--- src/rtl/cv32e40p_x_dispatch_if.sv ---
// X-interface bundle between the core, the dispatcher and the coprocessor cluster.
// The slave modport is the dispatcher's view; the master modport is the surrounding environment's view.
interface cv32e40p_x_dispatch_if #(
  parameter int NUM_COPROC = 2,
  parameter int DEPTH      = 4
);
  localparam int CW = $clog2(DEPTH + 1);

  // core side
  logic                         x_valid_i;
  logic                         x_ready_o;
  logic [31:0]                  x_instr_data_i;
  logic [2:0][31:0]             x_rs_i;
  logic [2:0]                   x_rs_valid_i;
  logic                         x_accept_o;
  logic                         x_is_mem_op_o;
  logic                         x_writeback_o;
  logic                         x_rvalid_o;
  logic                         x_rready_i;
  logic [4:0]                   x_rd_o;
  logic [31:0]                  x_data_o;
  logic                         x_dualwb_o;
  logic                         x_type_o;
  logic                         x_error_o;

  // coprocessor side
  logic [NUM_COPROC-1:0]        cp_valid_o;
  logic [NUM_COPROC-1:0]        cp_ready_i;
  logic [NUM_COPROC-1:0]        cp_accept_i;
  logic [NUM_COPROC-1:0]        cp_is_mem_op_i;
  logic [NUM_COPROC-1:0]        cp_writeback_i;
  logic [31:0]                  cp_instr_data_o;
  logic [2:0][31:0]             cp_rs_o;
  logic [2:0]                   cp_rs_valid_o;
  logic [NUM_COPROC-1:0]        cp_rvalid_i;
  logic [NUM_COPROC-1:0]        cp_rready_o;
  logic [NUM_COPROC-1:0][4:0]   cp_rd_i;
  logic [NUM_COPROC-1:0][31:0]  cp_data_i;
  logic [NUM_COPROC-1:0]        cp_dualwb_i;
  logic [NUM_COPROC-1:0]        cp_type_i;
  logic [NUM_COPROC-1:0]        cp_error_i;

  logic [CW-1:0]                outstanding_o;

  modport slave (
    input  x_valid_i, x_instr_data_i, x_rs_i, x_rs_valid_i, x_rready_i,
    output x_ready_o, x_accept_o, x_is_mem_op_o, x_writeback_o,
    output x_rvalid_o, x_rd_o, x_data_o, x_dualwb_o, x_type_o, x_error_o,
    output cp_valid_o, cp_instr_data_o, cp_rs_o, cp_rs_valid_o, cp_rready_o,
    input  cp_ready_i, cp_accept_i, cp_is_mem_op_i, cp_writeback_i,
    input  cp_rvalid_i, cp_rd_i, cp_data_i, cp_dualwb_i, cp_type_i, cp_error_i,
    output outstanding_o
  );

  modport master (
    output x_valid_i, x_instr_data_i, x_rs_i, x_rs_valid_i, x_rready_i,
    input  x_ready_o, x_accept_o, x_is_mem_op_o, x_writeback_o,
    input  x_rvalid_o, x_rd_o, x_data_o, x_dualwb_o, x_type_o, x_error_o,
    input  cp_valid_o, cp_instr_data_o, cp_rs_o, cp_rs_valid_o, cp_rready_o,
    output cp_ready_i, cp_accept_i, cp_is_mem_op_i, cp_writeback_i,
    output cp_rvalid_i, cp_rd_i, cp_data_i, cp_dualwb_i, cp_type_i, cp_error_i,
    input  outstanding_o
  );
endinterface

--- src/rtl/cv32e40p_x_dispatch.sv ---
// Broadcasts X-interface offloads to NUM_COPROC coprocessors and returns responses in offload order.
// Optional response watchdog enabled by defining CV32E40P_X_TIMEOUT_EN.
module cv32e40p_x_dispatch #(
  parameter int NUM_COPROC     = 2,
  parameter int DEPTH          = 4,
  parameter int TIMEOUT_CYCLES = 256
) (
  input  logic                   clk_i,
  input  logic                   rst_ni,
  cv32e40p_x_dispatch_if.slave   xif
);

  localparam int IW = (NUM_COPROC > 1) ? $clog2(NUM_COPROC) : 1;
  localparam int PW = (DEPTH > 1) ? $clog2(DEPTH) : 1;
  localparam int CW = $clog2(DEPTH + 1);

  if (NUM_COPROC < 1 || NUM_COPROC > 8) begin : g_bad_num
    $error("NUM_COPROC must be in 1..8");
  end
  if (DEPTH < 1) begin : g_bad_depth
    $error("DEPTH must be at least 1");
  end
  if (TIMEOUT_CYCLES < 1) begin : g_bad_tmo
    $error("TIMEOUT_CYCLES must be at least 1");
  end

  logic [NUM_COPROC-1:0] done_q, acc_q, wb_q, mem_q;
  logic [NUM_COPROC-1:0] dead;
  logic [NUM_COPROC-1:0] cp_valid, hs, cp_done;
  logic [NUM_COPROC-1:0] eff_acc, eff_wb, eff_mem;
  logic [NUM_COPROC-1:0] rready;

  logic [IW-1:0] fifo_q [DEPTH];
  logic [PW-1:0] wptr_q, rptr_q;
  logic [CW-1:0] count_q;

  logic          full, nonempty, base_valid, req_ready;
  logic          any_acc, push, pop, rvalid, timed_out;
  logic [IW-1:0] winner, head;

  assign xif.cp_instr_data_o = xif.x_instr_data_i;
  assign xif.cp_rs_o         = xif.x_rs_i;
  assign xif.cp_rs_valid_o   = xif.x_rs_valid_i;

  assign full       = (count_q == CW'(DEPTH));
  assign nonempty   = (count_q != '0);
  // a pop in the same cycle does not release a full FIFO for the request
  assign base_valid = xif.x_valid_i & ~full;

  assign cp_valid = {NUM_COPROC{base_valid}} & ~done_q & ~dead;
  assign hs       = cp_valid & xif.cp_ready_i;
  assign cp_done  = done_q | dead | xif.cp_ready_i;
  assign req_ready = base_valid & (&cp_done);

  assign xif.cp_valid_o = cp_valid;
  assign xif.x_ready_o  = req_ready;

  // latched answers from earlier cycles merge with answers handshaking now
  assign eff_acc = ((done_q & acc_q) | (hs & xif.cp_accept_i)) & ~dead;
  assign eff_wb  = (done_q & wb_q)  | (hs & xif.cp_writeback_i);
  assign eff_mem = (done_q & mem_q) | (hs & xif.cp_is_mem_op_i);

  always_comb begin
    winner  = '0;
    any_acc = |eff_acc;
    for (int i = NUM_COPROC - 1; i >= 0; i--) begin
      if (eff_acc[i]) winner = IW'(i);
    end
  end

  assign xif.x_accept_o    = req_ready & any_acc;
  assign xif.x_writeback_o = req_ready & any_acc & eff_wb[winner];
  assign xif.x_is_mem_op_o = req_ready & any_acc & eff_mem[winner];

  assign push = req_ready & any_acc & eff_wb[winner];

  always_ff @(posedge clk_i or negedge rst_ni) begin
    if (!rst_ni) begin
      done_q <= '0;
      acc_q  <= '0;
      wb_q   <= '0;
      mem_q  <= '0;
    end else if (req_ready || !xif.x_valid_i) begin
      done_q <= '0;
      acc_q  <= '0;
      wb_q   <= '0;
      mem_q  <= '0;
    end else begin
      done_q <= done_q | hs;
      acc_q  <= acc_q | (hs & xif.cp_accept_i);
      wb_q   <= wb_q  | (hs & xif.cp_writeback_i);
      mem_q  <= mem_q | (hs & xif.cp_is_mem_op_i);
    end
  end

  assign head = fifo_q[rptr_q];

`ifdef CV32E40P_X_TIMEOUT_EN
  localparam int TW = $clog2(TIMEOUT_CYCLES + 1);

  logic [TW-1:0]         tmo_q;
  logic [NUM_COPROC-1:0] dead_q;

  assign timed_out = nonempty & (tmo_q == TW'(TIMEOUT_CYCLES));
  assign dead      = dead_q;

  always_ff @(posedge clk_i or negedge rst_ni) begin
    if (!rst_ni) begin
      tmo_q  <= '0;
      dead_q <= '0;
    end else begin
      if (!nonempty || pop) begin
        tmo_q <= '0;
      end else if (!timed_out) begin
        tmo_q <= tmo_q + TW'(1);
      end
      // dead coprocessors stay excluded until the next reset
      if (pop && timed_out) begin
        dead_q[head] <= 1'b1;
      end
    end
  end
`else
  assign timed_out = 1'b0;
  assign dead      = '0;
`endif

  assign rvalid = nonempty & (timed_out | xif.cp_rvalid_i[head]);
  assign pop    = rvalid & xif.x_rready_i;

  assign xif.x_rvalid_o = rvalid;
  assign xif.x_rd_o     = timed_out ? 5'd0  : xif.cp_rd_i[head];
  assign xif.x_data_o   = timed_out ? 32'd0 : xif.cp_data_i[head];
  assign xif.x_dualwb_o = ~timed_out & xif.cp_dualwb_i[head];
  assign xif.x_type_o   = ~timed_out & xif.cp_type_i[head];
  assign xif.x_error_o  = timed_out | xif.cp_error_i[head];

  // only the head may hand back a result; dead units are drained silently
  always_comb begin
    rready = dead;
    if (nonempty && !timed_out && xif.x_rready_i) begin
      rready[head] = 1'b1;
    end
  end
  assign xif.cp_rready_o = rready;

  always_ff @(posedge clk_i or negedge rst_ni) begin
    if (!rst_ni) begin
      for (int i = 0; i < DEPTH; i++) fifo_q[i] <= '0;
      wptr_q  <= '0;
      rptr_q  <= '0;
      count_q <= '0;
    end else begin
      if (push) begin
        fifo_q[wptr_q] <= winner;
        wptr_q <= (wptr_q == PW'(DEPTH - 1)) ? '0 : wptr_q + PW'(1);
      end
      if (pop) begin
        rptr_q <= (rptr_q == PW'(DEPTH - 1)) ? '0 : rptr_q + PW'(1);
      end
      case ({push, pop})
        2'b10:   count_q <= count_q + CW'(1);
        2'b01:   count_q <= count_q - CW'(1);
        default: count_q <= count_q;
      endcase
    end
  end

  assign xif.outstanding_o = count_q;

endmodule

--- src/flat_wrapper.sv ---
// flat-port wrapper written by rule: the top's interface ports become plain ports
module cv32e40p_x_dispatch_flat 
#(
  parameter int NUM_COPROC     = 2,
  parameter int DEPTH          = 4,
  parameter int TIMEOUT_CYCLES = 256
)
  (clk_i, rst_ni, xif_x_valid_i, xif_x_instr_data_i, xif_x_rs_i, xif_x_rs_valid_i, xif_x_rready_i, xif_x_ready_o, xif_x_accept_o, xif_x_is_mem_op_o, xif_x_writeback_o, xif_x_rvalid_o, xif_x_rd_o, xif_x_data_o, xif_x_dualwb_o, xif_x_type_o, xif_x_error_o, xif_cp_valid_o, xif_cp_instr_data_o, xif_cp_rs_o, xif_cp_rs_valid_o, xif_cp_rready_o, xif_cp_ready_i, xif_cp_accept_i, xif_cp_is_mem_op_i, xif_cp_writeback_i, xif_cp_rvalid_i, xif_cp_rd_i, xif_cp_data_i, xif_cp_dualwb_i, xif_cp_type_i, xif_cp_error_i, xif_outstanding_o);
  cv32e40p_x_dispatch_if #(.NUM_COPROC(NUM_COPROC), .DEPTH(DEPTH)) xif_i ();
  input  logic clk_i;
  input  logic rst_ni;
  input wire logic [$bits(xif_i.x_valid_i)-1:0] xif_x_valid_i;
  input wire logic [$bits(xif_i.x_instr_data_i)-1:0] xif_x_instr_data_i;
  input wire logic [$bits(xif_i.x_rs_i)-1:0] xif_x_rs_i;
  input wire logic [$bits(xif_i.x_rs_valid_i)-1:0] xif_x_rs_valid_i;
  input wire logic [$bits(xif_i.x_rready_i)-1:0] xif_x_rready_i;
  output wire logic [$bits(xif_i.x_ready_o)-1:0] xif_x_ready_o;
  output wire logic [$bits(xif_i.x_accept_o)-1:0] xif_x_accept_o;
  output wire logic [$bits(xif_i.x_is_mem_op_o)-1:0] xif_x_is_mem_op_o;
  output wire logic [$bits(xif_i.x_writeback_o)-1:0] xif_x_writeback_o;
  output wire logic [$bits(xif_i.x_rvalid_o)-1:0] xif_x_rvalid_o;
  output wire logic [$bits(xif_i.x_rd_o)-1:0] xif_x_rd_o;
  output wire logic [$bits(xif_i.x_data_o)-1:0] xif_x_data_o;
  output wire logic [$bits(xif_i.x_dualwb_o)-1:0] xif_x_dualwb_o;
  output wire logic [$bits(xif_i.x_type_o)-1:0] xif_x_type_o;
  output wire logic [$bits(xif_i.x_error_o)-1:0] xif_x_error_o;
  output wire logic [$bits(xif_i.cp_valid_o)-1:0] xif_cp_valid_o;
  output wire logic [$bits(xif_i.cp_instr_data_o)-1:0] xif_cp_instr_data_o;
  output wire logic [$bits(xif_i.cp_rs_o)-1:0] xif_cp_rs_o;
  output wire logic [$bits(xif_i.cp_rs_valid_o)-1:0] xif_cp_rs_valid_o;
  output wire logic [$bits(xif_i.cp_rready_o)-1:0] xif_cp_rready_o;
  input wire logic [$bits(xif_i.cp_ready_i)-1:0] xif_cp_ready_i;
  input wire logic [$bits(xif_i.cp_accept_i)-1:0] xif_cp_accept_i;
  input wire logic [$bits(xif_i.cp_is_mem_op_i)-1:0] xif_cp_is_mem_op_i;
  input wire logic [$bits(xif_i.cp_writeback_i)-1:0] xif_cp_writeback_i;
  input wire logic [$bits(xif_i.cp_rvalid_i)-1:0] xif_cp_rvalid_i;
  input wire logic [$bits(xif_i.cp_rd_i)-1:0] xif_cp_rd_i;
  input wire logic [$bits(xif_i.cp_data_i)-1:0] xif_cp_data_i;
  input wire logic [$bits(xif_i.cp_dualwb_i)-1:0] xif_cp_dualwb_i;
  input wire logic [$bits(xif_i.cp_type_i)-1:0] xif_cp_type_i;
  input wire logic [$bits(xif_i.cp_error_i)-1:0] xif_cp_error_i;
  output wire logic [$bits(xif_i.outstanding_o)-1:0] xif_outstanding_o;
  assign xif_i.x_valid_i = xif_x_valid_i;
  assign xif_i.x_instr_data_i = xif_x_instr_data_i;
  assign xif_i.x_rs_i = xif_x_rs_i;
  assign xif_i.x_rs_valid_i = xif_x_rs_valid_i;
  assign xif_i.x_rready_i = xif_x_rready_i;
  assign xif_x_ready_o = xif_i.x_ready_o;
  assign xif_x_accept_o = xif_i.x_accept_o;
  assign xif_x_is_mem_op_o = xif_i.x_is_mem_op_o;
  assign xif_x_writeback_o = xif_i.x_writeback_o;
  assign xif_x_rvalid_o = xif_i.x_rvalid_o;
  assign xif_x_rd_o = xif_i.x_rd_o;
  assign xif_x_data_o = xif_i.x_data_o;
  assign xif_x_dualwb_o = xif_i.x_dualwb_o;
  assign xif_x_type_o = xif_i.x_type_o;
  assign xif_x_error_o = xif_i.x_error_o;
  assign xif_cp_valid_o = xif_i.cp_valid_o;
  assign xif_cp_instr_data_o = xif_i.cp_instr_data_o;
  assign xif_cp_rs_o = xif_i.cp_rs_o;
  assign xif_cp_rs_valid_o = xif_i.cp_rs_valid_o;
  assign xif_cp_rready_o = xif_i.cp_rready_o;
  assign xif_i.cp_ready_i = xif_cp_ready_i;
  assign xif_i.cp_accept_i = xif_cp_accept_i;
  assign xif_i.cp_is_mem_op_i = xif_cp_is_mem_op_i;
  assign xif_i.cp_writeback_i = xif_cp_writeback_i;
  assign xif_i.cp_rvalid_i = xif_cp_rvalid_i;
  assign xif_i.cp_rd_i = xif_cp_rd_i;
  assign xif_i.cp_data_i = xif_cp_data_i;
  assign xif_i.cp_dualwb_i = xif_cp_dualwb_i;
  assign xif_i.cp_type_i = xif_cp_type_i;
  assign xif_i.cp_error_i = xif_cp_error_i;
  assign xif_outstanding_o = xif_i.outstanding_o;
  cv32e40p_x_dispatch #(.NUM_COPROC(NUM_COPROC), .DEPTH(DEPTH), .TIMEOUT_CYCLES(TIMEOUT_CYCLES)) u_core (.clk_i(clk_i), .rst_ni(rst_ni), .xif(xif_i));
endmodule
--- config.mk ---
export PLATFORM = sky130hd
export DESIGN_NAME = cv32e40p_x_dispatch_flat
export DESIGN_NICKNAME = d
export VERILOG_FILES = /design/src/rtl/cv32e40p_x_dispatch_if.sv /design/src/rtl/cv32e40p_x_dispatch.sv /design/src/flat_wrapper.sv
export SDC_FILE = /design/constraint.sdc
export NUM_CORES = 1
export LEC_CHECK = 0
export BUFFER_PORTS_ARGS = -buffer_cell sky130_fd_sc_hd__buf_2
export CELL_PAD_IN_SITES_DETAIL_PLACEMENT = 0
export CELL_PAD_IN_SITES_GLOBAL_PLACEMENT = 2
export CORE_AREA = 2 2 159 161
export DETAILED_ROUTE_END_ITERATION = 10
export DIE_AREA = 0 0 161 163
export GPL_TIMING_DRIVEN = 0
export PLACE_DENSITY_LB_ADDON = 0.1
export SYNTH_ARGS = -nofsm -noshare
export SYNTH_HDL_FRONTEND = slang
export SYNTH_SLANG_ARGS = --single-unit
--- constraint.sdc ---
create_clock -name clk_i -period 4.4 [get_ports clk_i]
set_input_delay 0.22 -clock clk_i [delete_from_list [all_inputs] [get_ports clk_i]]
set_output_delay 0.22 -clock clk_i [all_outputs]
set_load 0.1 [all_outputs]
## Word-level counts from Yosys, hierarchy flattened

Cells that the tools add are included.
W data, S select, Z words.

| storage, ports and cells | value |
|---|---|
| logic and storage cells | 96 |
| output and inout port bits | 183 |
| bits in read-only memories | 0 |
| register bits after elaboration | 19 |
| memories kept | 0 |
| latch bits | 0 |
| memory bits (writable) | 0 |

| cells by class | value |
|---|---|
| reductions and logical operators | 9 |
| div/mod/pow operators | 0 |
| eq/ne operators | 5 |
| mux-type cells | 34 |
| bitwise logic cells | 27 |
| multipliers | 0 |
| add/subtract/negate cells | 4 |
| $lt $le $gt $ge | 6 |
| shifts and indexed selects | 0 |

Operators by type and width:

| kind | number |
|---|---|
| $mux W32 | 2 |
| $mux W1 | 18 |
| $and A2 B2 Y2 | 8 |
| $or A2 B2 Y2 | 8 |
| $mux W2 | 7 |
| $mux W5 | 2 |
| $and A1 B1 Y1 | 7 |
| $eq A2 B2 Y1 const B | 3 |
| $ge A3 B3 Y1 const B | 2 |
| $not A2 Y3 | 2 |
| $pmux W3 S2 | 1 |
| $add A2 B1 Y2 const B | 2 |
| $bwmux W4 | 1 |
| $lt A1 B2 Y1 const B | 2 |
| $add A3 B1 Y3 const B | 1 |
| $eq A3 B3 Y1 const B | 1 |
| $logic_and A1 B1 Y1 | 3 |
| $lt A3 B1 Y1 const B | 1 |
| $reduce_bool A3 Y1 | 1 |
| $sub A3 B1 Y3 const B | 1 |
| $bmux W1 S2 | 1 |
| $demux W1 S2 | 1 |
| $eq A2 B1 Y1 const B | 1 |
| $not A2 Y2 | 1 |
| 8 further kinds | 8 |

## Logic depth before layout (Yosys ltp)

| logic depth | value |
|---|---|
| depth after elaboration | 14 |
| gate-level depth with buffers | 11 |
| mapped depth without buffers | 10 |

## Least setup slack after synthesis

OpenSTA, ideal clock, no wires.

| path | value |
|---|---|
| kind | flip-flop to output port |
| start | reg u_core.count_q[0] (netlist: u_core.xif.outstanding_o[0]) |
| end | out xif_x_is_mem_op_o |
| path slack | 1.091 ns |
| arrival time | 3.089 ns |
| path buffers | 2 |
| data required time | 4.180 ns |
| cell stages (with the launch flop) | 7 |
| cells stage by stage | dfrtp_1 > or3b_1 > buf_2 > nand3_1 > a41oi_1 > buf_2 > and3_1 |

| on the way | value |
|---|---|
| elaborated cells between the ends (all ways) | 17 |

RTL lines:

| item | RTL line | source |
|---|---|---|
| start: declaration | cv32e40p_x_dispatch.sv:35 | `logic [CW-1:0] count_q;` |
| start signal: assignment | cv32e40p_x_dispatch.sv:162 | `2'b10: count_q <= count_q + CW'(1);` |
| start signal: assignment | cv32e40p_x_dispatch.sv:163 | `2'b01: count_q <= count_q - CW'(1);` |
| start signal: assignment | cv32e40p_x_dispatch.sv:164 | `default: count_q <= count_q;` |
| $eq A3 B3 Y1 * | cv32e40p_x_dispatch.sv:45 | `assign full = (count_q == CW'(DEPTH));` |
| $not A1 Y1 * | cv32e40p_x_dispatch.sv:48 | `assign base_valid = xif.x_valid_i & ~full;` |
| $and A1 B1 Y1 * | cv32e40p_x_dispatch.sv:48 |  |
| $and A2 B2 Y2 | cv32e40p_x_dispatch.sv:50 | `assign cp_valid = {NUM_COPROC{base_valid}} & ~done_q & ~dead;` |
| $and A2 B2 Y2 | cv32e40p_x_dispatch.sv:51 | `assign hs = cp_valid & xif.cp_ready_i;` |
| $and A2 B2 Y2 | cv32e40p_x_dispatch.sv:59 | `assign eff_acc = ((done_q & acc_q) \| (hs & xif.cp_accept_i)) & ~dead;` |
| $or A2 B2 Y2 | cv32e40p_x_dispatch.sv:59 |  |
| $reduce_or A2 Y1 | cv32e40p_x_dispatch.sv:65 | `any_acc = \|eff_acc;` |
| $and A1 B1 Y1 * | -- |  |
| net xif_x_accept_o | flat_wrapper.sv:18 | `output wire logic [$bits(xif_i.x_accept_o)-1:0] xif_x_accept_o;` |
| $and A1 B1 Y1 * | cv32e40p_x_dispatch.sv:73 | `assign xif.x_is_mem_op_o = req_ready & any_acc & eff_mem[winner];` |
| end: declaration | flat_wrapper.sv:19 | `output wire logic [$bits(xif_i.x_is_mem_op_o)-1:0] xif_x_is_mem_op_o;` |

Mark *: on every way through the listed nets, which the timed path passes. The rest lies on a longest branch. The select of a mux whose other input is x is not followed.

## Final worst setup path

| path | value |
|---|---|
| start | reg u_core.count_q[0] (netlist: u_core.xif.outstanding_o[0]) |
| end | reg u_core.count_q[2] (netlist: u_core.xif.outstanding_o[2]) |

| on the way | value |
|---|---|
| cells in the longest elaborated chain, start to end | 14 |
| elaborated cells between the ends (all ways) | 26 |

Ends and longest elaborated chain:

| item | RTL line | source |
|---|---|---|
| $eq A3 B3 Y1 | cv32e40p_x_dispatch.sv:45 |  |
| $not A1 Y1 | cv32e40p_x_dispatch.sv:48 |  |
| $and A1 B1 Y1 | cv32e40p_x_dispatch.sv:48 |  |
| $and A2 B2 Y2 | cv32e40p_x_dispatch.sv:50 |  |
| $and A2 B2 Y2 | cv32e40p_x_dispatch.sv:51 |  |
| $and A2 B2 Y2 | cv32e40p_x_dispatch.sv:59 |  |
| $or A2 B2 Y2 | cv32e40p_x_dispatch.sv:59 |  |
| $mux W1 (2 in series) | cv32e40p_x_dispatch.sv:67 | `if (eff_acc[i]) winner = IW'(i);` |
| $mux W1 (implied by the code) (2 in series) | cv32e40p_x_dispatch.sv:75 | `assign push = req_ready & any_acc & eff_wb[winner];` |
| $and A1 B1 Y1 | cv32e40p_x_dispatch.sv:75 |  |
| $eq A2 B1 Y1 or $eq A2 B2 Y1 (tied branches) | cv32e40p_x_dispatch.sv:161 | `case ({push, pop})` |
| $pmux W3 S2 or $reduce_bool A2 Y1 (tied branches) | -- |  |

Several ways; a longest one is shown, not always the timed one. The select of a mux whose other input is x is not followed.
A chain may end at the register's enable or synchronous reset.

==> reports/results.ini <==
[sta]
setup_violations = 0
worst_pin_slew_ns = 0.6414
finalHoldViolCount = 0
whs_ns = 0.2171
slew_headroom_pct = 57.05
fin_crit_sh_pct = 64.94
drv_slew = 0
fin_crit_ns = 2.857
grt_setup_unrepaired = false
setup_tns_ns = 0
skew_ns = 0.002138
fmax_ghz = 0.3500

[run_status]
outcome = finished clean

[power]
p_per_area_mw_per_mm2 = 380.1
clkPwrFrac_pct = 11.3
p_sw_share_pct = 64.35
power.switching_uw = 1112
total_power_uw = 1728
p_leak_uw = 0.002498
intPower_uw = 616.1
comb_power_share_pct = 73.7
peakVddDrop_mv = 0.4155
seqPwrFrac_pct = 15.0

[routing]
vias = 2922
drc = 0
first_iter_violations = 67
drtAntennaViolNets = 0
drtPass1Iterations = 4
routed_wl_um = 14190
via_per_inst = 3.207
wl_per_cell_um = 15.58

[floorplanning]
ios = 408
die-area_mm2 = 0.02624
die_w_um = 161
core.rowCount = 58
die_h_um = 163
initial_core_util_pct = 10.80
coreArea_mm2 = 0.02467

[setup_path]
critPathArrivalTime_ns = 3.03
ff2ff_path_depth = 10
worst-setup-path-type = flip-flop to flip-flop
path_cells = nor3b_2 > o21ai_1 > or4b_1 > o211ai_2 > ha_1 > inv_1 > fa_1 > xor2_1 > nor2_1 > xor2_1
cp_max_fo = 6
rrSetupSlack_ns = 1.54
worstPathRequired_ns = 4.58
critPathMaxStageDelay_ns = 0.53
r2r_start = u_core.xif.outstanding_o[0]
cp_common_cell = xor2_1
cp_slowest_cell = or4b_1
r2r_end = u_core.xif.outstanding_o[2]
cp-start-kind = flip-flop
cp-end-kind = flip-flop

[logic_synthesis]
netlist-cell-type-count = 41
synthCells = 300
synth_edf_count = 0
yosys-top-cells-area = buf_4 (37%), dfrtp_1 (18%), mux2_2 (17%)
ys_seq_area_share_pct = 17.84
synth_top_area_share_pct = 37.46
yosysWarnings = 0
syn_avg_cell_area_um2 = 8.884
async_flop_share_pct = 100.0
synth-seq-cells = 19
syn_area_mm2 = 0.002665
synth_nets = 532
synth_top_area_cell = buf_4
synth_ff_type = dfrtp_1

[place]
post-dp-hpwl_um = 13020
placed_cells = 905
gp_congestion = 0.7964
io_buffer_count = 275

[layout]
fin_cells = 911
final_cell_mix = buf_2 (282), buf_4 (133), mux2_2 (41)
multi_input_area_mm2 = 0.001094
drive_gt1_share_pct = 81.90
seqCellArea_um2 = 475.5
layout_commonest_cell = buf_2
nets = 813
areaGrowthSynthToFinish_pct = 70.61
fill_cells = 2870

[worst_hold_path]
holdCritStartpoint = xif_cp_is_mem_op_i[1]
whs_endpoint = u_core.mem_q[1]
min_path_type = primary input to flip-flop
hold_path_depth = 3

[clock_tree]
hold_buffers = 1
cts_root_buf = clkbuf_16
h-tree-depth = 1
clk_latency_ns = 0.25
post_cts_buffers = 0
cts_buffers = 3
clock_path_buffers = 2
cts_tree = done
cts_resized = 0
clk_pin_slew_ns = 0.06
clock_sinks = 19

[grt]
grt_pass1_wl_um = 18720
antenna_found_initial = 3
grt_pass1_vias = 2764
grt.total_usage_pct = 9.549
gr-total-overflow = 0
grt_max_degree = 20

[flow_run]
timing.max_cap.violations = 0

-- worst max-delay path by stage --
stage,from,to,depth (start not counted)
after CTS,u_core.xif.outstanding_o[0],u_core.xif.outstanding_o[2],10
after floorplan,u_core.xif.outstanding_o[0],xif_x_is_mem_op_o,6
after global placement,u_core.xif.outstanding_o[0],u_core.xif.outstanding_o[2],10
final,u_core.xif.outstanding_o[0],u_core.xif.outstanding_o[2],10
after detailed placement,u_core.xif.outstanding_o[0],u_core.xif.outstanding_o[2],10
after global routing,u_core.xif.outstanding_o[0],u_core.xif.outstanding_o[2],10
-- metrics by stage --
step                      utilization, %  area (um2)  worst slack (ns)
final                              18.43        4547             1.543
after global routing               18.43        4547             1.356
after CTS                          18.42        4544             1.467
after detailed placement           18.05        4454             1.518
after global placement             18.05        4454             1.479
after floorplan                        -        2665             1.091
-- cell usage after synthesis (4+ instances only) --
cell	number
o21a_1	4
dfrtp_1	19
mux2_2	41
nor2_1	17
a31o_2	4
a21oi_1	5
inv_1	12
nand2_1	10
a31oi_1	6
ha_1	6
buf_4	133
buf_2	7
-- power by group through the flow --
stage | clock network [uW] | registers (uW) | logic (uW)
floorplan | 0 | 355 | 978
global placement | 0 | 264 | 1280
detailed placement | 0 | 264 | 1280
CTS | 203 | 261 | 1290
global route | 218 | 271 | 1330
finish | 195 | 260 | 1270
-- routing by layer --
layer / up-vias / GRT usage, % / part of all wire (%)
met3: 8 / 2.801 / 8.4
met1: 1329 / 9.968 / 34
met2: 152 / 19.16 / 57
met4: 4 / 1.258 / 0.61
li1: 1429 / - / -
met5: - / 0 / 0.19
-- worst max-delay path, delay by kind of cell (launching register included) --
| kind | cells | cell delay (ns) |
|---|---|---|
| buf+inv | 1 | 0.06 |
| xor+xnor | 2 | 0.31 |
| fa+ha+maj | 2 | 0.61 |
| flops | 1 | 0.45 |
| compound gates | 2 | 0.39 |
| simple gates | 3 | 0.96 |
-- cell type report --
| cell class | instances | area share, % |
|---|---|---|
| tap | 330 | 9.081 |
| timing repair buffer | 276 | 30.49 |
| clock buffer | 3 | 1.651 |
| clock inverter | 1 | 0.1101 |
| antenna | 1 | 0.05504 |
| multi-input combinational | 127 | 24.05 |
| buffer | 141 | 22.98 |
| inverter | 13 | 1.128 |
| sequential | 19 | 10.46 |
-- logic make-up after synthesis --
group                      Yosys count  synth area share, %
AOI/OAI and AO/OA                   27                7.277
xor gates and xnor gates             3               0.9861
adders and majority gates            7                3.568
buffers and inverters              154                41.13
DFF                                 19                17.84
muxes                               47                20.47
and+or+nand+nor                     43                8.733
-- state kept, by name, summed over array words and instances (netlist names) --
register and flops:
u_core.done_q 2, u_core.xif.outstanding_o 3, u_core.wptr_q 2, u_core.mem_q 2, u_core.fifo_q 4, u_core.rptr_q 2, u_core.acc_q 2, u_core.wb_q 2
No activity file was read; power rests on OpenSTA's default activity.
